### config.mk
export PLATFORM = sky130hd
export DESIGN_NAME = stream_take_sum
export DESIGN_NICKNAME = d
export VERILOG_FILES = /design/src/rtl/stream_take_sum_pkg.sv /design/src/rtl/stream_take_sum.sv
export SDC_FILE = /design/constraint.sdc
export NUM_CORES = 1
export LEC_CHECK = 0
export ABC_AREA = 0
export ABC_CLOCK_PERIOD_IN_PS = 2700
export CORE_UTILIZATION = 44
export DETAILED_ROUTE_END_ITERATION = 10
export PLACE_DENSITY = 0.79
export SETUP_SLACK_MARGIN = 0.3
export SLEW_MARGIN = 5
export SYNTH_ARGS = -nofsm -noshare
export SYNTH_HDL_FRONTEND = slang
export SYNTH_SLANG_ARGS = --single-unit
### constraint.sdc
create_clock -name clk -period 2.7 [get_ports clk]
set_input_delay 0.54 -clock clk [delete_from_list [all_inputs] [get_ports clk]]
set_output_delay 0.54 -clock clk [all_outputs]
set_load 0.005 [all_outputs]
### src/rtl/stream_take_sum_pkg.sv
// Shared definitions for the stream_take_sum block: default widths and the
// 2-bit state encoding of the collect FSM.
package stream_take_sum_pkg;

    // Default data width (matches the 8-bit int type used by stream producers)
    localparam int STS_WIDTH_DEF = 8;
    // Default width of the element-count command
    localparam int STS_CNT_W_DEF = 8;

    // FSM state encoding
    localparam logic [1:0] ST_IDLE    = 2'd0;
    localparam logic [1:0] ST_COLLECT = 2'd1;
    localparam logic [1:0] ST_DONE    = 2'd2;

endpackage

### src/rtl/stream_take_sum.sv
// stream_take_sum: accepts a count command, drains exactly that many elements
// from a valid/ready stream and presents their wrapped two's-complement sum
// as a single result with valid/ready handshake. Terminates the stream.
module stream_take_sum
    import stream_take_sum_pkg::*;
#(
    parameter int WIDTH = STS_WIDTH_DEF,
    parameter int CNT_W = STS_CNT_W_DEF
) (
    input  logic             clk,
    input  logic             nrst,
    input  logic             in_valid,
    output logic             in_ready,
    input  logic [CNT_W-1:0] dN,
    input  logic [WIDTH-1:0] sIn,
    input  logic             sIn_valid,
    output logic             sIn_ready,
    output logic             out_valid,
    input  logic             out_ready,
    output logic [WIDTH-1:0] dOut
);

    logic [1:0]              state;
    logic signed [WIDTH-1:0] acc;
    logic [CNT_W-1:0]        remaining;
    logic signed [WIDTH-1:0] sum_next;

    // Modulo-2^WIDTH addition: the sum wraps silently, no saturation or flag.
    function automatic logic signed [WIDTH-1:0] wrap_add(
        input logic signed [WIDTH-1:0] a,
        input logic signed [WIDTH-1:0] b
    );
        return a + b;
    endfunction

    // Running sum including the element currently on the stream input
    always_comb begin
        sum_next = wrap_add(acc, $signed(sIn));
    end

    // Handshake flags decode straight from the state register, so there is
    // no combinational path from any valid input to any ready output.
    always_comb begin
        in_ready  = (state == ST_IDLE);
        sIn_ready = (state == ST_COLLECT);
        out_valid = (state == ST_DONE);
    end

    // FSM, accumulator and down-counter; reset discards any partial sum or
    // pending result.
    always_ff @(posedge clk or negedge nrst) begin
        if (!nrst) begin
            state     <= ST_IDLE;
            acc       <= '0;
            remaining <= '0;
            dOut      <= '0;
        end else begin
            case (state)
                ST_IDLE: begin
                    if (in_valid) begin
                        acc       <= '0;
                        remaining <= dN;
                        if (dN == '0) begin
                            dOut  <= '0;
                            state <= ST_DONE;
                        end else begin
                            state <= ST_COLLECT;
                        end
                    end
                end
                ST_COLLECT: begin
                    // remaining is at least 1 here, so the decrement never
                    // underflows even for the largest count
                    if (sIn_valid) begin
                        acc       <= sum_next;
                        remaining <= remaining - CNT_W'(1);
                        if (remaining == CNT_W'(1)) begin
                            dOut  <= sum_next;
                            state <= ST_DONE;
                        end
                    end
                end
                ST_DONE: begin
                    // New command only accepted from IDLE, i.e. the cycle after
                    // the result handshake.
                    if (out_ready) begin
                        state <= ST_IDLE;
                    end
                end
                default: begin
                    state <= ST_IDLE;
                end
            endcase
        end
    end

endmodule

; ---- Yosys cells after proc, flatten, opt, wreduce, memory -nomap -nowiden
; Cells that the tools add are included.
[word_totals]
register_bits = 26
[classes]
addsub = 2
n_eq_ne = 8
n_mux = 17
n_reduce_logical = 6
[op_table]
columns = cell, n
row1 = $mux 8, 8
row2 = $pmux 8 s2, 3
row3 = $mux 2, 5
row4 = $add 8x8->8, 1
row5 = $eq 8x1->1 const B, 1
row6 = $logic_not 8->1, 1
row7 = $sub 8x1->8 const B, 1
row8 = $ne 2x1->1 const B, 3
row9 = $pmux 2 s3, 1
row10 = $reduce_and 5->1, 1
row11 = $ne 2x2->1 const B, 2
row12 = $reduce_and 4->1, 1
row13 = $reduce_and 3->1, 1
row14 = $eq 2x1->1 const B, 1
row15 = $eq 2x2->1 const B, 1
row16 = $logic_not 2->1, 1
row17 = $reduce_bool 2->1, 1

; ---- Logic depth before layout (Yosys ltp)
; Gate-level depths: netlist (run 1).
[depth]
depth_word = 4
ltp_mapped = 7

; ---- Least setup slack after synthesis (run 1)
; OpenSTA, ideal clock, no wires.
[synth_path]
path_kind = register to register
start = register remaining[2]
end = register dOut[6]
setup_time_ns = 0.092
arrival_ns = 2.215
t_required_ns = 2.608
setup_slack_ns = 0.393
path_stages_with_launch = 7
n_path_buf = 2
synth_period_minus_slack_ns = 2.307
cell_sequence = dfrtp_1 > buf_6 > or4_4 > or4b_4 > a221o_2 > buf_6 > o31ai_2
[synth_between]
elab_chain_len = 3
[synth_lines]
columns = item, line_no
row1 = from (decl), stream_take_sum.sv:25  ; logic [CNT_W-1:0] remaining;
row2 = from (signal assigned), stream_take_sum.sv:62  ; remaining <= dN;
row3 = from (signal assigned), stream_take_sum.sv:76  ; remaining <= remaining - CNT_W'(1);
row4 = $eq 8x1->1, stream_take_sum.sv:77  ; if (remaining == CNT_W'(1)) begin
row5 = $ne 2x1->1 (no line), n/a
row6 = $reduce_and 5->1 (no line), n/a
row7 = to (signal assigned), stream_take_sum.sv:78  ; dOut <= sum_next;
row8 = to (decl), stream_take_sum.sv:20  ; output logic [WIDTH-1:0] dOut
; Every way passes these cells.
; A chain may end at the register's enable or synchronous reset.

; ---- Worst setup path in the final report (run 1)
[layout_path]
start = register remaining[5]
end = register dOut[3]
; The elaborated chain is that of the path after synthesis.

==> impl.org, run 1 <==
** Detailed routing
- Number of DRC violations after detailed-routing iteration 0 :: 75
- After detailed routing, the number of vias per cell comes to 5.76.
- WL per Instance :: 15.1 µm
- TritonRoute pass-1 iters :: 4
- Metal1 wirelength :: 1700 µm
- The routed design uses 1800 µm of met2 wire.
- Highest metal used :: met4
- The detailed router placed 1,446 vias in this run.
- For this run, design rule violations remaining after detail routing come to 0.
- Summed over all nets, wire length on met3 after detailed routing comes to roughly 200 µm.
- Final antenna-violating net count :: 0
- The routed design has 3780 µm of wire.

** Critical path
- Worst endpoint required time :: about 3 ns
- Maximum fanout count along the critical path :: 8
- STA classifies the critical path endpoint as a register.
- WP data arrival :: around 2.6 ns
- The critical path is of the register to register type.
- STA classifies the critical path startpoint as a register.

** CTS
- TritonCTS built the clock tree.
- For the worst-skew pair, the clock arrives at the later sink with an insertion delay of 0.34 ns.
- # H-tree levels :: 1
- No sink is reached through more buffers than the 2 on the longest clock path.
- Total number of clock tree sinks :: 26
- In this run, CTS created clock tree buffers numbering 3.
- Number of hold-repair buffers added at the cts stage :: 0
- Post-CTS clock slew at the launch and capture registers of the worst setup and hold paths :: 0.15 ns
- The tree is rooted in a sky130_fd_sc_hd__clkbuf_4.

** Cells and area
- For this run, the post-layout net count is 237.
- The finished layout holds 251 standard cells, fillers aside.
- Share of final-layout standard cells stronger than drive strength 1 :: roughly 10%
- Highest-count cells in the layout ignoring fill and taps :: sky130_fd_sc_hd__clkdlybuf4s50_1 (31), sky130_fd_sc_hd__nand2_1 (26), sky130_fd_sc_hd__dfrtp_1 (25)
- Leaving out fill and tap cells, the most frequent cell in the layout is sky130_fd_sc_hd__clkdlybuf4s50_1.
- Final antenna diode count :: 0
- Relative to the synthesized area, the layout overhead comes to 28.3%.

** Timing
- Across the routed clock network, the largest skew measured is between 0.002 and 0.0025 ns.
- After layout, the minimum clock period comes to 2.38 ns.
- Fin. Hold Viols :: 0
- For this run, the top clock speed supported by timing is 420 MHz.
- Max Transition Viols Final :: 0
- RSZ-0062 raised after global routing :: yes
- Final count of negative-setup-slack endpoints :: 0
- Headroom to the max-slew limit came out at 75.1%.
- Final total negative setup slack :: 0 ns
- Actual slew at the worst max-slew pin :: between 0.3 and 0.4 ns
- After layout, the worst path uses a little under 90% of the clock period.

** Global route
- Overflow after GRT :: 0
- Overall track demand over capacity in global routing :: 21.0%
- Largest net degree at the start of global routing :: 27
- Initial antenna violation count :: 0
- The via count of the first global-routing pass came to 1,284.
- The first global-routing pass estimated 5860 µm of wire.

** Synthesis
- After synthesis, the mean cell area works out to 9.16 µm².
- Portion of the post-synthesis area used by sequential elements :: 41.5%
- Synthesis produced a netlist whose cell count is 171.
- Most frequently used flop master after synthesis :: sky130_fd_sc_hd__dfrtp_1
- Netlist cell types :: 35
- Cell Area, Synth :: 1570 µm²
- Synth Net Count :: 202
- Counting flops with a built-in enable in the synthesized netlist gives 0.
- Ranked by total cell area, the synthesized netlist is headed by sky130_fd_sc_hd__dfrtp_1 (42%), sky130_fd_sc_hd__ha_1 (7.2%), sky130_fd_sc_hd__nand2_1 (6.2%), sky130_fd_sc_hd__o21ai_0 (3.8%), sky130_fd_sc_hd__a21oi_1 (3.5%).
- Number of synthesized register bits :: 26
- Summed over all instances, the cell type with the most area after synthesis is sky130_fd_sc_hd__dfrtp_1.
- Share of synthesized registers carrying an async set or reset :: 100%
- Fraction of synthesized cell area taken by the top area cell type :: between 40% and 50%
- For this run, the number of Yosys warnings is 0.

** Die
- Starting utilization of the core area :: 46.6%
- The die is 61.7 µm tall.
- 32 I/O pins were placed.
- The floorplan step defined a die boundary enclosing 3800 µm².
- # rows :: 21
- Overall die width :: 61.7 µm
- The core region is between 3000 and 4000 µm².

** Job
- Across the run, the number of max-cap violations was 0.

** Outcome
- Run status :: finished, final reports clean

** Worst hold path
- Hold WC Path Type :: register to register

** Placement
- Once detailed placement completed, the half-perimeter wirelength came to 2630 µm.
- The count of buffers added on input and output ports is 31.
- Routability-driven placement finished with a final weighted congestion of 0.834.
- Inst Count DP :: 245

** Power and ir drop
- Dividing total power by cell area gives a power density of 1100 nW/µm².
- Static leakage power :: between 0.8 and 0.9 nW
- Worst supply voltage drop on vdd :: 0.000519 V
==> routing by layer <==
layer	vias up	track usage [%]
li1	697	-
met1	685	29.9
met2	55	32.6
met3	9	2.52
met4	0	8.25
met5	-	0
==> Yosys cell counts (all sizes together) (2+ instances only) <==
library cell,n
clkbuf,6
dfrtp,26
nand4,2
nand2b,3
a22o,2
nand2,26
a211oi,3
nor3,6
o31ai,8
ha,9
o21ai,12
o21bai,2
a21o,5
xor2,3
nor4,4
a221o,2
a221oi,2
xnor2,3
a21oi,11
nand3,3
buf,2
and3,2
nor2,12
inv,6
mux2,2
==> area by class of cell <==
cell class                 instances  area [µm²]
timing repair buffer              37         355
clock buffer                       3        22.5
clock inverter                     1        30.0
fill                             312        1350
tap                               46        57.6
multi-input combinational        132         870
sequential                        26         652
inverter                           6        22.5
==> through the flow <==
stage	power, mW	instance area [µm²]	hold WS, ns	setup WS [ns]	util [%]
2_1_floorplan	1.50	1570	0.244	0.393	-
3_3_place_gp	1.84	1930	0.463	0.189	57.3
3_5_place_dp	1.88	1930	0.470	0.143	57.3
4_1_cts	2.18	1990	0.505	0.308	59.2
5_1_grt	2.38	2010	0.525	0.270	59.7
6_report	2.20	2010	0.500	0.322	59.7
==> state kept, by name (all words and copies together), names as in the netlist <==
| name | flops |
|---|---|
| acc | 8 |
| dOut | 8 |
| remaining | 8 |
| state | 2 |
==> worst max-delay path, cell delays in order, from the launching register on <==
cell                      delay [ns]
sky130_fd_sc_hd__dfrtp_1        0.45
sky130_fd_sc_hd__or4_4          0.55
sky130_fd_sc_hd__or4b_4         0.53
sky130_fd_sc_hd__a221o_4        0.47
sky130_fd_sc_hd__mux2_2         0.29
==> worst paths after layout <==
check / from / to / slack (ns) / depth (start not counted)
max in group asynchronous: nrst / state[0]$_DFFE_PN0P_ / 1.88 / 2
worst max-delay path: remaining[5]$_DFFE_PN0P_ / dOut[3]$_DFFE_PN0P_ / 0.32 / 4
worst max register to register: remaining[5]$_DFFE_PN0P_ / dOut[3]$_DFFE_PN0P_ / 0.32 / 4
worst min register to register: dOut[5]$_DFFE_PN0P_ / dOut[5]$_DFFE_PN0P_ / 0.50 / 2
min in group asynchronous: nrst / remaining[6]$_DFFE_PN0P_ / 0.54 / 2
worst min-delay path: dOut[5]$_DFFE_PN0P_ / dOut[5]$_DFFE_PN0P_ / 0.50 / 2
==> cell families (layout without fill, tap and decap cells) <==
kind of cell,count (synthesis),in the layout,share of synthesized area (%)
buffers and inverters,14,47,4.31
DFF,26,26,41.5
and+or+nand+nor,62,62,18.8
adders and majority gates,10,10,8.47
AOI/OAI and AO/OA,50,51,21.5
muxes,3,3,2.08
xor gates and xnor gates,6,6,3.36
==> where the power goes <==
part           total [mW]  switching [mW]  internal, mW  leakage [nW]
logic                1.20           0.630         0.570         0.533
clock network       0.282           0.132         0.150        0.0279
registers           0.722           0.159         0.563         0.318
==> repair_timing <==
action                     4_1_cts  5_1_grt
pin swaps                        1        0
gates cloned                     0        1
hold endpoints to repair         0        0
setup endpoints to repair        5        4
resized for setup                2        1
buffers inserted                 0        1
Note: power is estimated with default switching activity, not from simulation.
==> inputs of run 2 (changes only) <==
ABC_CLOCK_PERIOD_IN_PS = 2100   (was 2700)
CTS_CLUSTER_DIAMETER = 60   (was default)
PLACE_DENSITY = 0.82   (was 0.79)
clock period = 2.1 ns   (was 2.7 ns; I/O delays follow)
==> run 2 against run 1 <==
  * Clock skew is 0.00099 ns higher
  * Critical path type unchanged
  * Clock power is 8.2% lower
  * Highest routed layer unchanged
  * Flip-flop and latch count stayed put
  * Setup slack worse by 0.56 ns
  * Largest cell class unchanged
  * The run now ends with setup timing left
  * Sequential share of layout area is 3.8 points lower
  * Critical path depth stayed put
  * Global-route usage is 3.1 points higher
  * Hold slack worse by 0.066 ns
  * Core utilization is 7.8 points higher
==> impl.org, run 2 (synthesized netlist as in run 1, its figures left out) <==
** Outcome
- Run status :: complete, but fails checks (was finished, final reports clean)
- The final reports fail on setup timing.

** Cells and area
- The most common cell after layout, fill and taps aside is sky130_fd_sc_hd__buf_4 (was sky130_fd_sc_hd__clkdlybuf4s50_1).
- Largest registers: acc: 8 flops, dOut: 8 flops, remaining: 8 flops (unchanged).
- The final core utilization is 67.6% (was 59.7%).
- The area of all placed cells without fillers came to 2270 µm² (was 2010 µm²).
- Highest-count cells in the layout ignoring fill and taps :: sky130_fd_sc_hd__buf_4 (32), sky130_fd_sc_hd__clkdlybuf4s50_1 (28), sky130_fd_sc_hd__nand2_1 (25), sky130_fd_sc_hd__dfrtp_1 (25), sky130_fd_sc_hd__nor2_1 (10) (was sky130_fd_sc_hd__clkdlybuf4s50_1 (31), sky130_fd_sc_hd__nand2_1 (26), sky130_fd_sc_hd__dfrtp_1 (25))
- Final antenna diode count :: 0 (unchanged)
- Share of final-layout standard cells stronger than drive strength 1 :: 25.4% (was 9.76%)
- Net count reported at finish :: 264 (was 237)
- Signed area change from the synthesized netlist to the final layout :: 45.0% (was 28.3%)

** Power and ir drop
- The total power divided by cell area is 1370 nW/µm² (was 1100 nW/µm²).
- Worst supply voltage drop on vdd :: 0.000746 V (was 0.000519 V)
- The internal cell power is 1.81 mW (was 1.28 mW).
- Proportion of power drawn by the clock network :: 8.3% (was 12.8%)
- Net switching power of the design :: 1.31 mW (was 0.921 mW)
- The portion of total power attributed to sequential cells was 29.9% (was 32.8%).
- The combinational fraction of design power is 61.8% (was 54.4%).
- Fraction of power spent switching nets :: 41.9% (was 41.8%)
- Static leakage power :: 1.01 nW (was 0.879 nW)

** Detailed routing
- The post-route DRC violation count came to 0 (unchanged).
- The total via count after detailed routing is 1,536 (was 1,446).
- The post-detailed-route wirelength per cell was 14.6 µm (was 15.1 µm).
- The number of DRC markers in iteration 0 was 81 (was 75).
- The number of routed nets with antenna violations is 0 (unchanged).
- The detailed-route vias per instance was 5.53 (was 5.76).
- The routed wire length came to 4070 µm (was 3780 µm).
- TritonRoute pass-1 iters :: 4 (unchanged)

** Critical path
- The master of the slowest instance on the critical path was sky130_fd_sc_hd__or4_4 (unchanged).
- Ordered list of cells on the worst path :: or4_4, or4b_4, a221o_2, mux2_2 (was or4_4, or4b_4, a221o_4, mux2_2)
- Depth of the worst register-to-register path :: 4 (unchanged)
- Buffers plus inverters on the worst setup path :: 0 (unchanged)
- The delay of the slowest critical-path stage was 0.55 ns (about the same).
- WP data arrival :: 2.57 ns (was 2.63 ns)
- Slack of the worst reg-to-reg path :: -0.24 ns (was 0.32 ns)
- The capturing element type of the critical path was a register (unchanged).
- The top fanout value on the critical path came to 8 (unchanged).
- The critical path class is register to register (unchanged).
- Worst path top cell family by delay :: simple AND/OR/NAND/NOR gates (unchanged)
- Crit Reg-Reg Startpoint :: remaining[5]$_DFFE_PN0P_ (unchanged)
- Worst endpoint required time :: 2.34 ns (was 2.95 ns)
- Nature of the critical path startpoint :: register (unchanged)
- The endpoint of the most critical register-to-register path was dOut[2]$_DFFE_PN0P_ (was dOut[3]$_DFFE_PN0P_).

** Timing
- Fin. Hold Viols :: 0 (unchanged)
- Final total negative setup slack :: -1.84 ns (was 0 ns)
- The final number of max-transition violations was 0 (unchanged).
- Final Cycle Share :: 111% (was 88.1%)
- The headroom to the max-slew limit is 67.4% (was 75.1%).
- RSZ-0062 raised after global routing: yes (unchanged).
- The total of endpoints with negative setup slack in the final report came to 12 (was 0).
- The post-layout minimum cycle time is 2.34 ns (was 2.38 ns).
- The transition at the pin with the smallest max-transition slack is 0.489 ns (was 0.373 ns).
- The final worst slack came to -0.236 ns (was 0.322 ns).
- The highest clock rate came to 428 MHz (was 420 MHz).
- The smallest hold slack came to 0.434 ns (was 0.500 ns).
- Post-Route Skew :: 0.00317 ns (was 0.00219 ns)

** CTS
- Clock insertion delay at the later pin of the skew report :: 0.33 ns (was 0.34 ns)
- The number of H-tree levels is 1 (unchanged).
- The CTS tree is done (unchanged).
- Number of hold-repair buffers added at the cts stage :: 0 (unchanged)
- Clk root buf :: sky130_fd_sc_hd__clkbuf_4 (unchanged)
- The largest buffer count on any clock path was 2 (unchanged).
- The clock transition at the registers of the reported paths is 0.14 ns (was 0.15 ns).
- Inserted Clock Buffers :: 3 (unchanged)
- Total number of clock tree sinks :: 26 (unchanged)

** Die
- Die footprint :: 3800 µm² (unchanged)
- The core area came to 3360 µm² (unchanged).
- The number of top-level pins is 32 (unchanged).
- The row count is 21 (unchanged).
- Y dimension of the die :: 61.7 µm (unchanged)
- Starting utilization of the core area :: 46.6% (unchanged)
- Overall die width :: 61.7 µm (unchanged)

** Global route
- Overall track demand over capacity in global routing :: 24.1% (was 21.0%)
- The via count of the first global-routing pass was 1,454 (was 1,284).
- The global-route wire length before repair is 6640 µm (was 5860 µm).
- The total global routing overflow is 0 (unchanged).
- Largest net degree at the start of global routing :: 27 (unchanged)
- Initial antenna violation count :: 0 (unchanged)

** Placement
- Setup slack after placement :: -0.362 ns (was 0.143 ns)
- The area after detailed placement came to 2120 µm² (was 1930 µm²).
- Final HPWL from detailed placement :: 2870 µm (was 2630 µm)
- Port-buffer cells :: 31 (unchanged)
- The routability congestion estimate was 0.818 (was 0.834).

** Job
- The total of max-cap violations was 0 (unchanged).

** Worst hold path
- The type of the tightest min-delay check is primary input to async pin (was register to register).
## run 2: cell types whose count changed in the layout (fill, tap and decap cells not counted), sizes merged
cell	before	now
clkdlybuf4s50	31	28
bufinv	1	0
dlygate4sd2	0	3
clkbuf	3	4
buf	6	33
## run 2: worst reg2reg max path, delay by kind of cell (launching register included)
kind            cells  cell delay, ns
simple gates        2            1.05
compound gates      1            0.48
flops               1            0.42
mux                 1            0.30
## run 2: layer usage
metal / GRT usage, % / wire length [µm]
met1: 34.7 / 1870
met2: 36.9 / 1910
met3: 4.62 / 228
met4: 7.30 / 55
met5: 0 / 0
## run 2: timing repair
action / CTS / global route
gates cloned: 1 / 0
setup buffers: 3 / 2
endpoints found under the setup margin: 17 / 23
gates resized for setup: 16 / 6
pin swaps: 15 / 15
## run 2: worst max-delay path by stage
stage | start | end | slack [ns] | depth (start not counted)
final | remaining[5]$_DFFE_PN0P_ | dOut[2]$_DFFE_PN0P_ | -0.24 | 4
after global placement | remaining[5]$_DFFE_PN0P_ | dOut[3]$_DFFE_PN0P_ | -0.19 | 4
after detailed placement | sIn[1] | acc[7]$_DFFE_PN0P_ | -0.36 | 7
after CTS | remaining[5]$_DFFE_PN0P_ | dOut[2]$_DFFE_PN0P_ | -0.20 | 4
after floorplan | remaining[2]$_DFFE_PN0P_ | dOut[6]$_DFFE_PN0P_ | -0.17 | 6
after global routing | remaining[5]$_DFFE_PN0P_ | dOut[6]$_DFFE_PN0P_ | -0.26 | 6
## run 2: area by class of cell
type | instances | area, µm²
flip-flops and latches | 26 | 652
inverters | 6 | 22.5
multi-input cells | 132 | 946
repair buffers | 64 | 558
fillers | 291 | 1090
clock buffers | 4 | 36.3
well taps | 46 | 57.6
## run 2: power by group through the flow
stage | Clock, mW | Combinational, mW | Sequential (mW)
global placement | 0 | 1.67 | 0.917
floorplan | 0 | 1.07 | 0.882
finish | 0.259 | 1.93 | 0.931
detailed placement | 0 | 1.74 | 0.918
global route | 0.291 | 2.13 | 0.956
CTS | 0.265 | 1.86 | 0.921
## run 2: through the flow
stage	power, mW	std cells
after floorplan	1.96	171
after global placement	2.59	268
after detailed placement	2.65	268
after CTS	3.05	276
after global routing	3.37	278
final	3.12	278
